## config.mk

```make
export PLATFORM = sky130hd
export DESIGN_NAME = mcu_readback_port
export DESIGN_NICKNAME = d
export VERILOG_FILES = /design/src/rtl/mcu_readback_port.sv
export SDC_FILE = /design/constraint.sdc
export NUM_CORES = 1
export LEC_CHECK = 0
export CAP_MARGIN = 10
export CORE_MARGIN = 8
export CORE_UTILIZATION = 46
export CTS_BUF_LIST = sky130_fd_sc_hd__clkbuf_16
export DETAILED_ROUTE_END_ITERATION = 10
export GPL_ROUTABILITY_DRIVEN = 0
export PLACE_DENSITY = 0.76
export REMOVE_ABC_BUFFERS = 1
export SLEW_MARGIN = 15
export SYNTH_ARGS = -nofsm -noshare
export SYNTH_HDL_FRONTEND = slang
export SYNTH_SLANG_ARGS = --single-unit
export TNS_END_PERCENT = 100
```

## constraint.sdc

```tcl
create_clock -name clock -period 1.7 [get_ports clock]
set_input_delay 0.255 -clock clock [delete_from_list [all_inputs] [get_ports clock]]
set_output_delay 0.255 -clock clock [all_outputs]
set_load 0.02 [all_outputs]
```

## src/rtl/mcu_readback_port.sv

```systemverilog
// MCU read-back port: lets the MCU set an X/Y pixel address and read the prefetched video byte.
// Define MCU_READBACK_STATUS_EN to expose {fetchBusy, dataValid} in register 5 (reads 0x00 otherwise).
module mcu_readback_port #(
  parameter int ADDR_WIDTH = 17,
  parameter int DATA_WIDTH = 8
) (
  input  logic                  clock,
  input  logic                  reset,
  input  logic                  mpuChipSelect,
  input  logic                  mpuWriteEnable,
  input  logic [2:0]            mpuRegisterSelect,
  input  logic [DATA_WIDTH-1:0] mpuDataIn,
  output logic [DATA_WIDTH-1:0] mpuDataOut,
  output logic                  mpuDataOutEnable,
  output logic [ADDR_WIDTH-1:0] memoryAddress,
  output logic                  memoryReadRequest,
  input  logic [DATA_WIDTH-1:0] memoryReadData,
  input  logic                  memoryReadComplete
);

  typedef enum logic [1:0] {IDLE, FETCH, VALID} state_e;

  logic write_strobe, read_strobe;
  logic wr_sync1_q, wr_sync2_q, wr_hist_q, wr_sync1_d, wr_sync2_d, wr_hist_d;
  logic rd_sync1_q, rd_sync2_q, rd_hist_q, rd_sync1_d, rd_sync2_d, rd_hist_d;
  logic wr_end, rd_end, addr_commit;

  state_e                state_q, state_d;
  logic [ADDR_WIDTH-1:0] read_addr_q, read_addr_d;
  logic [ADDR_WIDTH-1:0] mem_addr_q, mem_addr_d;
  logic [DATA_WIDTH-1:0] data_reg_q, data_reg_d;
  logic                  auto_inc_q, auto_inc_d;
  logic                  data_valid_q, data_valid_d;
  logic                  fetch_pending_q, fetch_pending_d;

  assign write_strobe = mpuChipSelect & ~mpuWriteEnable;
  assign read_strobe  = mpuChipSelect & mpuWriteEnable;

  // Strobes are asynchronous to clock; the history flop turns the synchronized level into an end pulse.
  always_comb begin
    wr_sync1_d = write_strobe;
    wr_sync2_d = wr_sync1_q;
    wr_hist_d  = wr_sync2_q;
    rd_sync1_d = read_strobe;
    rd_sync2_d = rd_sync1_q;
    rd_hist_d  = rd_sync2_q;
    wr_end     = wr_hist_q & ~wr_sync2_q;
    rd_end     = rd_hist_q & ~rd_sync2_q;
  end

  always_comb begin
    state_d         = state_q;
    read_addr_d     = read_addr_q;
    mem_addr_d      = mem_addr_q;
    data_reg_d      = data_reg_q;
    auto_inc_d      = auto_inc_q;
    data_valid_d    = data_valid_q;
    fetch_pending_d = fetch_pending_q;
    addr_commit     = wr_end && (mpuRegisterSelect <= 3'd2);

    case (state_q)
      IDLE, VALID: begin
        if (fetch_pending_q) begin
          state_d         = FETCH;
          fetch_pending_d = 1'b0;
          mem_addr_d      = read_addr_q;
        end
      end
      FETCH: begin
        // A byte for an address that changed mid-flight is stale; drop it and refetch from IDLE.
        if (memoryReadComplete) begin
          if (fetch_pending_q || addr_commit) begin
            state_d = IDLE;
          end else begin
            data_reg_d   = memoryReadData;
            data_valid_d = 1'b1;
            state_d      = VALID;
          end
        end
      end
      default: state_d = IDLE;
    endcase

    if (wr_end) begin
      case (mpuRegisterSelect)
        3'd0: read_addr_d[7:0] = mpuDataIn[7:0];
        3'd1: read_addr_d[8] = mpuDataIn[0];
        3'd2: read_addr_d[ADDR_WIDTH-1:9] = mpuDataIn[ADDR_WIDTH-10:0];
        3'd4: auto_inc_d = mpuDataIn[0];
        default: ;
      endcase
      if (addr_commit) begin
        data_valid_d    = 1'b0;
        fetch_pending_d = 1'b1;
      end
    end

    if (rd_end && (mpuRegisterSelect == 3'd3) && (state_q == VALID) && auto_inc_q) begin
      read_addr_d     = read_addr_q + ADDR_WIDTH'(1);
      data_valid_d    = 1'b0;
      fetch_pending_d = 1'b1;
    end
  end

  always_ff @(posedge clock) begin
    if (reset) begin
      wr_sync1_q      <= 1'b0;
      wr_sync2_q      <= 1'b0;
      wr_hist_q       <= 1'b0;
      rd_sync1_q      <= 1'b0;
      rd_sync2_q      <= 1'b0;
      rd_hist_q       <= 1'b0;
      state_q         <= IDLE;
      read_addr_q     <= '0;
      mem_addr_q      <= '0;
      data_reg_q      <= '0;
      auto_inc_q      <= 1'b0;
      data_valid_q    <= 1'b0;
      fetch_pending_q <= 1'b0;
    end else begin
      wr_sync1_q      <= wr_sync1_d;
      wr_sync2_q      <= wr_sync2_d;
      wr_hist_q       <= wr_hist_d;
      rd_sync1_q      <= rd_sync1_d;
      rd_sync2_q      <= rd_sync2_d;
      rd_hist_q       <= rd_hist_d;
      state_q         <= state_d;
      read_addr_q     <= read_addr_d;
      mem_addr_q      <= mem_addr_d;
      data_reg_q      <= data_reg_d;
      auto_inc_q      <= auto_inc_d;
      data_valid_q    <= data_valid_d;
      fetch_pending_q <= fetch_pending_d;
    end
  end

`ifdef MCU_READBACK_STATUS_EN
  logic fetch_busy;
  assign fetch_busy = (state_q == FETCH) || fetch_pending_q;
`endif

  always_comb begin
    mpuDataOut = '0;
    case (mpuRegisterSelect)
      3'd0: mpuDataOut = DATA_WIDTH'(read_addr_q[7:0]);
      3'd1: mpuDataOut = DATA_WIDTH'(read_addr_q[8]);
      3'd2: mpuDataOut = DATA_WIDTH'(read_addr_q[ADDR_WIDTH-1:9]);
      3'd3: mpuDataOut = data_reg_q;
      3'd4: mpuDataOut = DATA_WIDTH'(auto_inc_q);
`ifdef MCU_READBACK_STATUS_EN
      3'd5: mpuDataOut = DATA_WIDTH'({fetch_busy, data_valid_q});
`else
      3'd5: mpuDataOut = '0;
`endif
      default: mpuDataOut = '0;
    endcase
  end

  // Raw strobe drives the bus so the MCU sees data without synchronizer latency.
  assign mpuDataOutEnable  = read_strobe & ~reset;
  assign memoryReadRequest = (state_q == FETCH);
  assign memoryAddress     = mem_addr_q;

endmodule
```

Yosys cells after proc, flatten, opt, wreduce, memory -nomap -nowiden
Index checks and enable logic that the tools add are counted.
- register bits: 52
- bits of input ports: 24
- output and inout bits: 27
- logic and storage cells: 67
- add/sub/neg operators: 1
- magnitude comparators: 1
- eq/ne operators: 8
- multiplexer cells: 14
- bitwise logic cells: 10
- reduce and logical (&&, ||, !) cells: 19
- operator list (operator ; number):
    $pmux 8 s5 ; 1
    $mux 17 ; 2
    $add 17x1->17 const B ; 1
    $mux 8 ; 2
    $reduce_and 2->1 ; 6
    $reduce_bool 2->1 ; 4
    $eq 3x2->1 const B ; 2
    $mux 2 ; 3
    $and 1x1->1 ; 5
    $mux 1 ; 5
    $not 1->1 ; 5
    $logic_and 1x1->1 ; 4
    $pmux 2 s2 ; 1
    $eq 3x1->1 const B ; 1
    $eq 3x3->1 const B ; 1
    $le 3x2->1 const B ; 1
    $logic_not 3->1 ; 1
    $reduce_and 3->1 ; 1
    $eq 2x1->1 const B ; 1
    $eq 2x2->1 const B ; 1
    $logic_not 2->1 ; 1
    $ne 2x1->1 const B ; 1
    $ne 2x2->1 const B ; 1
    $reduce_or 2->1 ; 1
    $logic_or 1x1->1 ; 1

Longest topological paths before layout
Gate-level depths: netlist (run 1).
- depth after elaboration: 7
- depth in mapped cells: 6
- depth with buffers taken out: 6

Worst setup path before layout (run 1)
Ideal clock, no wire load.
- path type: reg-to-reg
- from: reg state_q[0]
- to: reg read_addr_q[5]
- library setup time: 0.070 ns
- arrival: 1.770 ns
- data required time: 1.630 ns
- slack: -0.140 ns
- stages on the path, launching flop included: 6
- buffers on the path: 0
- period minus slack after synthesis: 1.840 ns
- cell sequence: dfxtp_1 nand2b_1 or4_1 nor3_1 mux2_2 a21oi_1
- word-level cells in the longest chain between the ends: 5
- elaborated cells between the ends (all ways): 7
- classes of those cells: eq/ne: 1; mux: 1; reduce/logical: 5
- RTL lines (what ; RTL line ; source):
    from (decl) ; 28 ; state_e state_q, state_d;
    from (signal assigned) ; 127 ; state_q <= state_d;
    $eq 2x2->1 (*) ; 98 ; if (rd_end && (mpuRegisterSelect == 3'd3) && (state_q == VALID) && auto_inc_q) begin
    $logic_and 1x1->1 (*) (2 in a row) ; 98 ;
    $reduce_bool 2->1 (no source line) ; n/a ;
    $reduce_and 2->1 (no source line) ; n/a ;
    to (signal assigned) ; 128 ; read_addr_q <= read_addr_d;
    to (decl) ; 29 ; logic [ADDR_WIDTH-1:0] read_addr_q, read_addr_d;
Every way passes the cells marked *; elsewhere a longest branch is shown, timed or not.
A chain may end at the register's enable or synchronous reset.

Worst setup path after layout (run 1)
- from: reg rd_sync2_q, in the netlist rd_hist_d
- to: reg read_addr_q[5]
- word-level cells in the longest chain between the ends: 7
- elaborated cells between the ends (all ways): 9
- classes of those cells: mux: 1; bitwise: 2; reduce/logical: 6
- RTL lines (what ; RTL line ; source):
    from (decl) ; 25 ; logic rd_sync1_q, rd_sync2_q, rd_hist_q, rd_sync1_d, rd_sync2_d, rd_hist_d;
    from (signal assigned) ; 125 ; rd_sync2_q <= rd_sync2_d;
    $not 1->1 (*) ; 48 ; rd_end = rd_hist_q & ~rd_sync2_q;
    $and 1x1->1 (*) ; 48 ;
    $logic_and 1x1->1 (*) (3 in a row) ; 98 ;
    $reduce_bool 2->1 (no source line) ; n/a ;
    $reduce_and 2->1 (no source line) ; n/a ;
Marked as above.

==> run summary, run 1 <==
SYNTHESIS
--------------------------------------------------------------------------------------------
Main combinational cell family by area after synthesis                          simple AND/OR/NAND/NOR gates
Distinct cell type count after synthesis                                                  35
EDFF count, synth                                                                          0
Syn. warnings                                                                              0
Syn Std Cell Area                                                                   2430 µm²
Primary FF master, synth                                                             dfxtp_1
Sequential area share after synthesis                                                  42.8%
Synth Area per Inst                                                                 8.01 µm²
Synth Area in Adders                                                                  0.514%
Basic-gate share of the synthesized area counting and, or, nand and nor cells          28.8%
Flip-flop and latch count after synthesis                                                 52
Multiplexer area fraction after synthesis                                              7.86%
FFs w/ async S/R, synth                                                                   0%
Fraction of the mapped netlist area in compound gates                                  16.4%
Parity-gate share of the synthesized area counting xor and xnor cells                     0%
Number of standard cells after synthesis                                                 304

CRITICAL PATH
--------------------------------------------------------------------------------------------
Launch point of the worst reg-to-reg path                                          rd_hist_d
Worst Path Arrival                                                                   1.92 ns
Max stage delay on crit path                                                         0.51 ns
Crit-path slowest cell                                                                 or4_4
Cell-by-cell listing of the critical path                                       nand2b_4, or4_4, nor3_4, mux2_4, a21oi_2
Critical Path Start Type                                                           flip-flop
Worst-path maximum fanout                                                                  3
Type of the worst setup path                                                    flip-flop to flip-flop
Timing endpoint of the critical path                                            read_addr_q[5]
Start point of the critical path                                                   rd_hist_d
Crit end category                                                                  flip-flop
Worst reg-to-reg setup slack                                                        0.005 ns
R2R cell count                                                                             5
Data required time of the critical path                                              1.92 ns
Worst r2r dst                                                                   read_addr_q[5]

PLACE
--------------------------------------------------------------------------------------------
Post-Place Worst Slack                                                             -0.706 ns
HPWL reported at the end of detailed placement                                       5.20 mm
Count of buffers inserted at the top-level ports                                          50
Cell count after placement                                                               452

TIMING
--------------------------------------------------------------------------------------------
Hold Fails Final Rpt                                                                       0
Post-layout minimum cycle time                                                       1.69 ns
Hold Slack                                                                          0.427 ns
Achievable frequency                                                                 590 MHz
Worst slew margin relative to its limit                                                63.4%
Number of setup violations in the final report                                             0
Final worst setup slack                                                           0.00518 ns
Slew @ Worst Pin                                                                    0.548 ns
Clock Skew                                                                        0.00724 ns
Pins over their slew limit                                                                 0
Period utilization                                                                     99.7%
RSZ-0062 raised after global routing                                                     yes

PWR
--------------------------------------------------------------------------------------------
Max rail drop VDD                                                                     396 µV
Fraction of power spent switching nets                                                 21.2%
Relative contribution of the clock network to total power                              45.5%
Switching Power                                                                       536 µW
Internal power                                                                       2000 µW
Proportion of power drawn by combinational gates                                        6.1%
Reported leakage power                                                            0.00135 µW
Seq pwr share                                                                          48.4%
Power density over the cells                                                      709 nW/µm²

FINAL LAYOUT
--------------------------------------------------------------------------------------------
Final standard cell utilization of the core                                            69.9%
Diodes inserted                                                                            0
Layout cells sized above 1                                                             25.8%
Number of nets at the end of the flow                                                    420
Growth of design area from synthesis to finish                                         46.7%
Final cell count without fillers                                                         466
Filler Cell Count                                                                        407

FLOORPLANNING
--------------------------------------------------------------------------------------------
Floorplan row count                                                                       26
I/O pin total                                                                             51
Starting utilization of the core area                                                  47.7%
Height of the chip                                                                   88.8 µm
Die area                                                                            7880 µm²
Overall die width                                                                    88.8 µm
Std-Cell Core Area                                                                  5110 µm²

CLOCK NETWORK
--------------------------------------------------------------------------------------------
CTS tree                                                                                done
Clock-pin slew of the registers on the worst-case setup and hold paths               0.07 ns
Master cell of the clock root buffer                                               clkbuf_16
Maximum root-to-sink buffer count                                                          2
CTS Buf Count                                                                              5
CTS HTree Levels                                                                           2
Clock sink count                                                                          52
Clk_lat worst skew                                                                   0.29 ns
Quantity of hold-fixing buffers added after cts                                            0

DETAILED ROUTING
--------------------------------------------------------------------------------------------
Vias after detailed routing                                                             2622
Count of routing violations after the opening detailed-route iteration                   255
Routed WL per cell                                                                   16.2 µm
Total detailed-routing wirelength                                                    7.55 mm
Via density per instance                                                                5.63
Final antenna-violating net count                                                          0
Pre-Repair DR Iteration Count                                                              5
Count of unresolved DRC violations after routing                                           0

GLOBAL ROUTE
--------------------------------------------------------------------------------------------
Number of antenna violations at the first check in global routing                          0
Remaining Overflow, GRT                                                                    0
Global-route wire length before repair                                               11.9 mm
Vias in the first global route                                                          2494
Maximum number of pins on one net before global-route repair                              53
Global-route usage over all layers                                                     19.3%

HOLD PATH
--------------------------------------------------------------------------------------------
Min-delay worst type                                                            input port to flip-flop

OUTCOME
--------------------------------------------------------------------------------------------
Outcome                                                                            completed

RUN
--------------------------------------------------------------------------------------------
Max Cap Viol                                                                               0

[power groups by stage]
stage	logic [µW]	clock network [µW]	registers, µW
2_1_floorplan	23.7	0	1250
3_3_place_gp	146	0	1250
3_5_place_dp	148	0	1250
4_1_cts	153	1160	1230
5_1_grt	166	1220	1230
6_report	155	1150	1230
[flip-flops by register name, indices dropped and copies added (netlist names)]
register,flops
auto_inc_q,1
rd_hist_q,1
wr_hist_d,1
state_q,2
fetch_pending_q,1
memoryAddress,17
wr_hist_q,1
wr_sync1_q,1
rd_hist_d,1
data_reg_q,8
read_addr_q,17
rd_sync1_q,1
[kinds of logic after synthesis]
group,count (synthesis)
adder cells (fa/ha/maj),1
flip-flops,52
buffers and inverters,23
AO/OA/AOI/OAI,66
multiplexers,18
AND/OR/NAND/NOR,144
[per-layer routing]
layer	wire, µm	up-vias	GRT usage, %
li1	-	1257	-
met5	0	-	0
met2	3690	126	33.8
met4	180	0	5.68
met3	509	28	4.46
met1	3170	1211	22.5
[layout make-up]
type	count	area (µm²)	share of cell area, %
timing repair buffer	103	877	24.6
multi-input combinational	229	1380	38.6
sequential	52	1040	29.3
tap	70	87.6	2.45
clock inverter	3	42.5	1.19
clock buffer	5	125	3.50
inverter	4	15.0	0.420
[worst max-delay path: cells and delay by family (launching register included)]
kind / cells / cell delay, ns
AOI/OAI and AO/OA: 1 / 0.13
and+or+nand+nor: 3 / 0.84
muxes: 1 / 0.32
DFF: 1 / 0.32
[cell usage after synthesis (all sizes together), types with 4 or more instances]
library cell / n / area share (%)
a21oi: 29 / 6.0
a22oi: 9 / 2.8
a31oi: 12 / 3.1
a32oi: 5 / 1.8
buf: 4 / 0.72
clkbuf: 15 / 2.3
dfxtp: 52 / 43
inv: 4 / 0.62
mux2: 9 / 4.2
mux2i: 9 / 3.7
nand2: 56 / 8.6
nand2b: 6 / 1.5
nand3: 7 / 1.4
nand4: 8 / 2.1
nor2: 33 / 5.1
nor2b: 7 / 1.8
o21ai: 7 / 1.4
or3: 4 / 1.0
[stage by stage]
stage / setup TNS, ns / power [µW] / area, µm²
global placement: -17.19 / 1400 / 3310
global route: -0.0551 / 2610 / 3570
detailed placement: -18.13 / 1400 / 3310
finish: 0 / 2530 / 3570
floorplan: -0.356 / 1280 / 2360
CTS: 0 / 2540 / 3530
[how the worst min path moves through the flow]
stage	startpoint	endpoint	slack [ns]	cells past startpoint
after floorplan	reset	fetch_pending_q	0.32	1
after global placement	wr_sync1_q	wr_hist_d	0.42	1
after detailed placement	rd_sync1_q	rd_hist_d	0.43	1
after CTS	rd_sync1_q	rd_hist_d	0.44	1
after global routing	mpuRegisterSelect[0]	read_addr_q[8]	0.44	4
final	mpuRegisterSelect[0]	read_addr_q[8]	0.43	4
[layout by cell type (no fill, tap or decap), types with 3 or more instances in the layout]
cell type,synthesis,layout
buf_2,2,7
o21ai_0,7,4
buf_4,0,49
a21oi_1,29,27
mux2i_1,9,9
a32oi_1,5,5
dfxtp_2,0,3
dfxtp_1,52,49
nor2_1,33,31
inv_1,4,4
clkbuf_16,0,5
buf_6,0,3
and2_1,3,3
mux2_2,9,8
nand3_1,7,6
nand2_1,56,56
clkdlybuf4s50_1,0,36
a31oi_1,12,12
o21ai_1,0,3
or3_1,4,4
a22oi_1,9,9
or2_2,3,3
nor2b_1,7,7
nand2b_1,6,4
nand4_1,8,8
[what timing repair did]
| action | CTS | global route |
|---|---|---|
| endpoints found under the setup margin | 37 | 25 |
| pin swaps | 6 | 6 |
| gates resized for setup | 49 | 18 |
| gates cloned | 0 | 0 |
| endpoints found under the hold margin | 0 | 0 |
| buffers inserted | 5 | 1 |
(Power assumes the default switching activity.)
==> inputs of run 2 (changes only) <==
ABC_CLOCK_PERIOD_IN_PS = 1800   (was not set)
CORE_UTILIZATION = 51   (was 46)
CTS_BUF_LIST = sky130_fd_sc_hd__clkbuf_2   (was sky130_fd_sc_hd__clkbuf_16)
PLACE_DENSITY = 0.8   (was 0.76)
clock period = 1.8 ns   (was 1.7 ns; I/O delays follow)
==> run summary, run 2 (synthesis results as in run 1) <==
FINAL LAYOUT
-------------------------------------------------------------------------------------
Growth of design area from synthesis to finish                                  40.0%
Diodes inserted                                                                     0
Commonest non-fill, non-tap cells in the layout                          nand2_1 (56), buf_4 (48), dfxtp_1 (41)
Number of nets at the end of the flow                                             414
Layout cells sized above 1                                                      26.4%
Final cell count without fillers                                                  444
Most common library cell in the layout ignoring fill and taps                 nand2_1
Filler Cell Count                                                                 358

FLOORPLANNING
-------------------------------------------------------------------------------------
Overall die width                                                             85.1 µm
I/O pin total                                                                      51
Die area                                                                     7240 µm²
Starting utilization of the core area                                           52.2%
Floorplan row count                                                                25
Height of the chip                                                            85.1 µm
Std-Cell Core Area                                                           4660 µm²

OUTCOME
-------------------------------------------------------------------------------------
Outcome                                                                  finished with violations
Failing checks                                                           setup timing

TIMING
-------------------------------------------------------------------------------------
RSZ-0062 raised after global routing                                              yes
Post-layout minimum cycle time                                                1.81 ns
Slew @ Worst Pin                                                             0.540 ns
Final worst setup slack                                                   -0.00511 ns
Achievable frequency                                                          554 MHz
Number of setup violations in the final report                                      2
Clock Skew                                                                  0.0348 ns
Period utilization                                                               100%
Hold Fails Final Rpt                                                                0
Worst slew margin relative to its limit                                         64.0%
Pins over their slew limit                                                          0

CLOCK NETWORK
-------------------------------------------------------------------------------------
CTS tree                                                                         done
Quantity of hold-fixing buffers added after cts                                     0
CTS HTree Levels                                                                    2
Clock sink count                                                                   52
Maximum root-to-sink buffer count                                                   2
Master cell of the clock root buffer                                         clkbuf_2
Clk_lat worst skew                                                            0.47 ns
Clock-pin slew of the registers on the worst-case setup and hold paths        0.23 ns
CTS Buf Count                                                                       5

GLOBAL ROUTE
-------------------------------------------------------------------------------------
Maximum number of pins on one net before global-route repair                       53
Global Route met3 Usage                                                         5.89%
Met1 Resource Use GR                                                            22.7%
Vias in the first global route                                                   2374
Global-route wire length before repair                                        11.3 mm
Global-route usage over all layers                                              19.4%
Most utilized layer in the global route result                                   met2
GR met2 Demand/Resource                                                         32.2%
Remaining Overflow, GRT                                                             0
Number of antenna violations at the first check in global routing                   0

PWR
-------------------------------------------------------------------------------------
Fraction of power spent switching nets                                          23.3%
Max rail drop VDD                                                              415 µV
Seq pwr share                                                                   61.1%
Reported leakage power                                                     0.00129 µW
Switching Power                                                                443 µW
Proportion of power drawn by combinational gates                                 7.5%
Relative contribution of the clock network to total power                       31.4%
Internal power                                                                1460 µW
Power density over the cells                                               558 nW/µm²

CRITICAL PATH
-------------------------------------------------------------------------------------
Launch point of the worst reg-to-reg path                                  state_q[1]
Crit end category                                                        primary output
R2R cell count                                                                      5
Start point of the critical path                                         mpuRegisterSelect[2]
Type of the worst setup path                                             input port to primary output
Data required time of the critical path                                       1.53 ns
Critical Path Start Type                                                   input port
Worst Path Arrival                                                            1.54 ns
Worst-path maximum fanout                                                          11

HOLD PATH
-------------------------------------------------------------------------------------
Min-delay worst type                                                     input port to flip-flop
Hold Startpoint                                                                 reset
Cell depth of the worst hold path                                                   3

DETAILED ROUTING
-------------------------------------------------------------------------------------
Count of unresolved DRC violations after routing                                    0
Final antenna-violating net count                                                   0
Vias after detailed routing                                                      2622
Total detailed-routing wirelength                                             7.38 mm
Routed WL per cell                                                            16.6 µm
Via density per instance                                                         5.91
Count of routing violations after the opening detailed-route iteration            222
Pre-Repair DR Iteration Count                                                       6

PLACE
-------------------------------------------------------------------------------------
Count of buffers inserted at the top-level ports                                   50
Cell count after placement                                                        429
Post-Place Worst Slack                                                      -0.624 ns
HPWL reported at the end of detailed placement                                5.08 mm

RUN
-------------------------------------------------------------------------------------
Max Cap Viol                                                                        0

-- run 2: cell types whose count changed in the layout (fill, tap and decap cells not counted), moves of 4 or more --
cell,previous run,this run
dfxtp_2,3,10
clkbuf_16,5,0
clkbuf_2,2,6
a22oi_1,9,4
dfxtp_1,49,41
a22oi_2,0,5
-- run 2: repair_timing --
item / in CTS / in global routing
pin swaps: 3 / 6
setup buffers: 6 / 1
gates resized for setup: 52 / 25
endpoints found under the setup margin: 15 / 24
-- run 2: worst paths after layout --
kind | endpoint | slack [ns]
min | data_reg_q[2] | 0.38
min reg2reg | wr_hist_d | 0.47
max | mpuDataOut[0] | -0.005
max reg2reg | read_addr_q[16] | 0.04
-- run 2: power groups by stage --
stage / combinational [µW] / sequential, µW / clock [µW]
2_1_floorplan: 22.4 / 1180 / 0
3_3_place_gp: 136 / 1180 / 0
3_5_place_dp: 137 / 1180 / 0
4_1_cts: 136 / 1160 / 605
5_1_grt: 151 / 1160 / 644
6_report: 142 / 1160 / 597
-- run 2: critical path: stages --
cell,delay [ns]
clkdlybuf4s50_1,0.46
buf_4,0.16
buf_4,0.17
a31oi_2,0.21
o22ai_1,0.10
buf_2,0.17
-- run 2: cell type report --
cell class	count	area [µm²]	area share (%)
flip-flops and latches	52	1060	31.0
well taps	54	67.6	1.98
clock buffers	5	25.0	0.734
inverters	4	15.0	0.441
clock inverters	3	37.5	1.10
repair buffers	97	817	24.0
multi-input cells	229	1390	40.7
-- run 2: per-layer routing --
layer / vias up / wire (µm) / part of all wire, %
met5: - / 0 / 0
li1: 1237 / - / -
met4: 0 / 154 / 2.1
met1: 1231 / 2950 / 40
met2: 137 / 3680 / 50
met3: 17 / 595 / 8.1
-- run 2: stage by stage --
step | setup TNS [ns] | hold slack [ns] | power [µW] | instance area (µm²) | utilization [%]
2_1_floorplan | -0.0463 | 0.339 | 1210 | 2360 | -
3_3_place_gp | -13.77 | 0.421 | 1320 | 3220 | 69.2
3_5_place_dp | -15.28 | 0.432 | 1320 | 3220 | 69.2
4_1_cts | -0.0110 | 0.380 | 1900 | 3320 | 71.3
5_1_grt | -0.243 | 0.371 | 1960 | 3410 | 73.1
6_report | -0.00604 | 0.382 | 1900 | 3410 | 73.1
==> inputs of run 3 (changes only) <==
--- a/config.mk
+++ b/config.mk
@@ -15,4 +15,5 @@
 export PLACE_DENSITY = 0.8
 export REMOVE_ABC_BUFFERS = 1
+export SETUP_SLACK_MARGIN = 0.2
 export SLEW_MARGIN = 15
 export SYNTH_ARGS = -nofsm -noshare
==> constraint.sdc (replaced) <==
create_clock -name clock -period 1.8 [get_ports clock]
set_input_delay 0.36 -clock clock [delete_from_list [all_inputs] [get_ports clock]]
set_output_delay 0.36 -clock clock [all_outputs]
set_load 0.02 [all_outputs]
==> run summary, run 3 (synthesis results as in run 1) <==
FINAL LAYOUT
-------------------------------------------------------------------------------------
Growth of design area from synthesis to finish                                  53.5%
Final standard cell utilization of the core                                     80.2%
Commonest non-fill, non-tap cells in the layout                          nand2_1 (55), buf_4 (49), dfxtp_1 (32)
Most common library cell in the layout ignoring fill and taps                 nand2_1
Layout cells sized above 1                                                      38.9%
Diodes inserted                                                                     0
Number of nets at the end of the flow                                             428

TIMING
-------------------------------------------------------------------------------------
Final worst setup slack                                                    -0.0780 ns
Clock Skew                                                                  0.0212 ns
Period utilization                                                               104%
Worst slew margin relative to its limit                                         63.6%
Hold Fails Final Rpt                                                                0
Hold Slack                                                                   0.429 ns
Pins over their slew limit                                                          0
Post-layout minimum cycle time                                                1.88 ns
RSZ-0062 raised after global routing                                              yes
Slew @ Worst Pin                                                             0.547 ns
Achievable frequency                                                          532 MHz
Number of setup violations in the final report                                      9

OUTCOME
-------------------------------------------------------------------------------------
Failing checks                                                           setup timing
Outcome                                                                  finished with violations

FLOORPLANNING
-------------------------------------------------------------------------------------
Floorplan row count                                                                25
Starting utilization of the core area                                           52.2%
Overall die width                                                             85.1 µm
Height of the chip                                                            85.1 µm
Std-Cell Core Area                                                           4660 µm²
Die area                                                                     7240 µm²
I/O pin total                                                                      51

DETAILED ROUTING
-------------------------------------------------------------------------------------
Count of unresolved DRC violations after routing                                    0
Final antenna-violating net count                                                   0
Count of routing violations after the opening detailed-route iteration            281
Routed WL per cell                                                            18.7 µm
Vias after detailed routing                                                      2741
Pre-Repair DR Iteration Count                                                       7
Total detailed-routing wirelength                                             8.56 mm
Via density per instance                                                         5.98

CRITICAL PATH
-------------------------------------------------------------------------------------
Worst-path maximum fanout                                                           2
Top delay family on crit path                                              flip-flops
Buf+Inv Stages, Crit Path                                                           1
Max stage delay on crit path                                                  0.40 ns
Type of the worst setup path                                             flip-flop to primary output
Worst Path Arrival                                                            1.52 ns
Data required time of the critical path                                       1.44 ns
Crit end category                                                        primary output
Cell-by-cell listing of the critical path                                mux2_4, a22oi_2, o22ai_1, buf_4
Crit-path slowest cell                                                        dfxtp_2
Critical Path Start Type                                                    flip-flop

GLOBAL ROUTE
-------------------------------------------------------------------------------------
Maximum number of pins on one net before global-route repair                       53
Global-route wire length before repair                                        12.6 mm
Vias in the first global route                                                   2577
Number of antenna violations at the first check in global routing                   0
Global-route usage over all layers                                              21.5%
Remaining Overflow, GRT                                                             0

CLOCK NETWORK
-------------------------------------------------------------------------------------
CTS HTree Levels                                                                    2
Clock-pin slew of the registers on the worst-case setup and hold paths        0.25 ns
Clock sink count                                                                   52
CTS Buf Count                                                                       5
Quantity of hold-fixing buffers added after cts                                     0
CTS tree                                                                         done
Clk_lat worst skew                                                            0.46 ns
Maximum root-to-sink buffer count                                                   2
Master cell of the clock root buffer                                         clkbuf_2

RUN
-------------------------------------------------------------------------------------
Max Cap Viol                                                                        0

PWR
-------------------------------------------------------------------------------------
Power density over the cells                                               481 nW/µm²
Max rail drop VDD                                                              577 µV
Reported leakage power                                                     0.00149 µW

PLACE
-------------------------------------------------------------------------------------
Count of buffers inserted at the top-level ports                                   50
HPWL reported at the end of detailed placement                                5.33 mm

HOLD PATH
-------------------------------------------------------------------------------------
Min-delay worst type                                                     input port to flip-flop

run 3: cell count changes in the layout (fill, tap and decap cells not counted), moves of 4 or more:
cell and delta:
dlygate4sd2_1 +14, a21oi_2 +4, buf_6 +15, dfxtp_2 +8
nor2_4 +5, a21oi_1 -4, o21ai_0 -4, dfxtp_1 -9
clkdlybuf4s50_1 -17
run 3: repair_timing:
action,CTS,global route
buffers inserted,6,5
setup endpoints to repair,54,33
pin swaps,21,21
resized for setup,119,59
run 3: final timing paths:
check / startpoint / endpoint / slack [ns] / depth (start not counted)
worst max-delay path: read_addr_q[9] / mpuDataOut[0] / -0.08 / 4
worst min-delay path: mpuRegisterSelect[0] / read_addr_q[8] / 0.43 / 4
worst max register to register: state_q[0] / read_addr_q[7] / -0.03 / 7
worst min register to register: rd_sync1_q / rd_hist_d / 0.46 / 1
run 3: worst register-to-register path, stage by stage, from the launching register on:
cell and delay, ns:
dfxtp_2 0.38, nand2b_4 0.15, buf_6 0.12, nor4_4 0.34, buf_4 0.20, nand3_2 0.08, or2_4 0.25, a31oi_1 0.25
run 3: through the flow:
| stage | power (µW) | setup slack [ns] | instances | setup TNS (ns) | area, µm² |
|---|---|---|---|---|---|
| floorplan | 1210 | -0.0525 | 285 | -0.0922 | 2360 |
| global placement | 1330 | -0.791 | 439 | -23.52 | 3310 |
| detailed placement | 1330 | -0.825 | 439 | -24.68 | 3310 |
| CTS | 1780 | -0.0471 | 453 | -0.0869 | 3480 |
| global route | 1860 | -0.156 | 458 | -0.947 | 3740 |
| finish | 1800 | -0.0780 | 458 | -0.306 | 3740 |
run 3: metal layers:
| layer | track usage, % | vias up | part of all wire [%] |
|---|---|---|---|
| li1 | - | 1266 | - |
| met1 | 24.1 | 1289 | 38 |
| met2 | 36.9 | 155 | 50 |
| met3 | 6.76 | 31 | 9.5 |
| met4 | 8.09 | 0 | 3.1 |
| met5 | 0 | - | 0 |
run 3: final cells by class:
type                       count  area (µm²)
multi-input combinational    229        1580
sequential                    52        1070
timing repair buffer         111         968
fill                         296         922
tap                           54        67.6
clock buffer                   7        35.0
inverter                       4        15.0
clock inverter                 1        3.75
run 3: power breakdown:
part           leakage, µW  internal, µW  switching (µW)
Sequential        0.000430          1160            3.71
Combinational      0.00103          83.3            79.2
Clock            0.0000306           103             370
Total              0.00149          1340             453
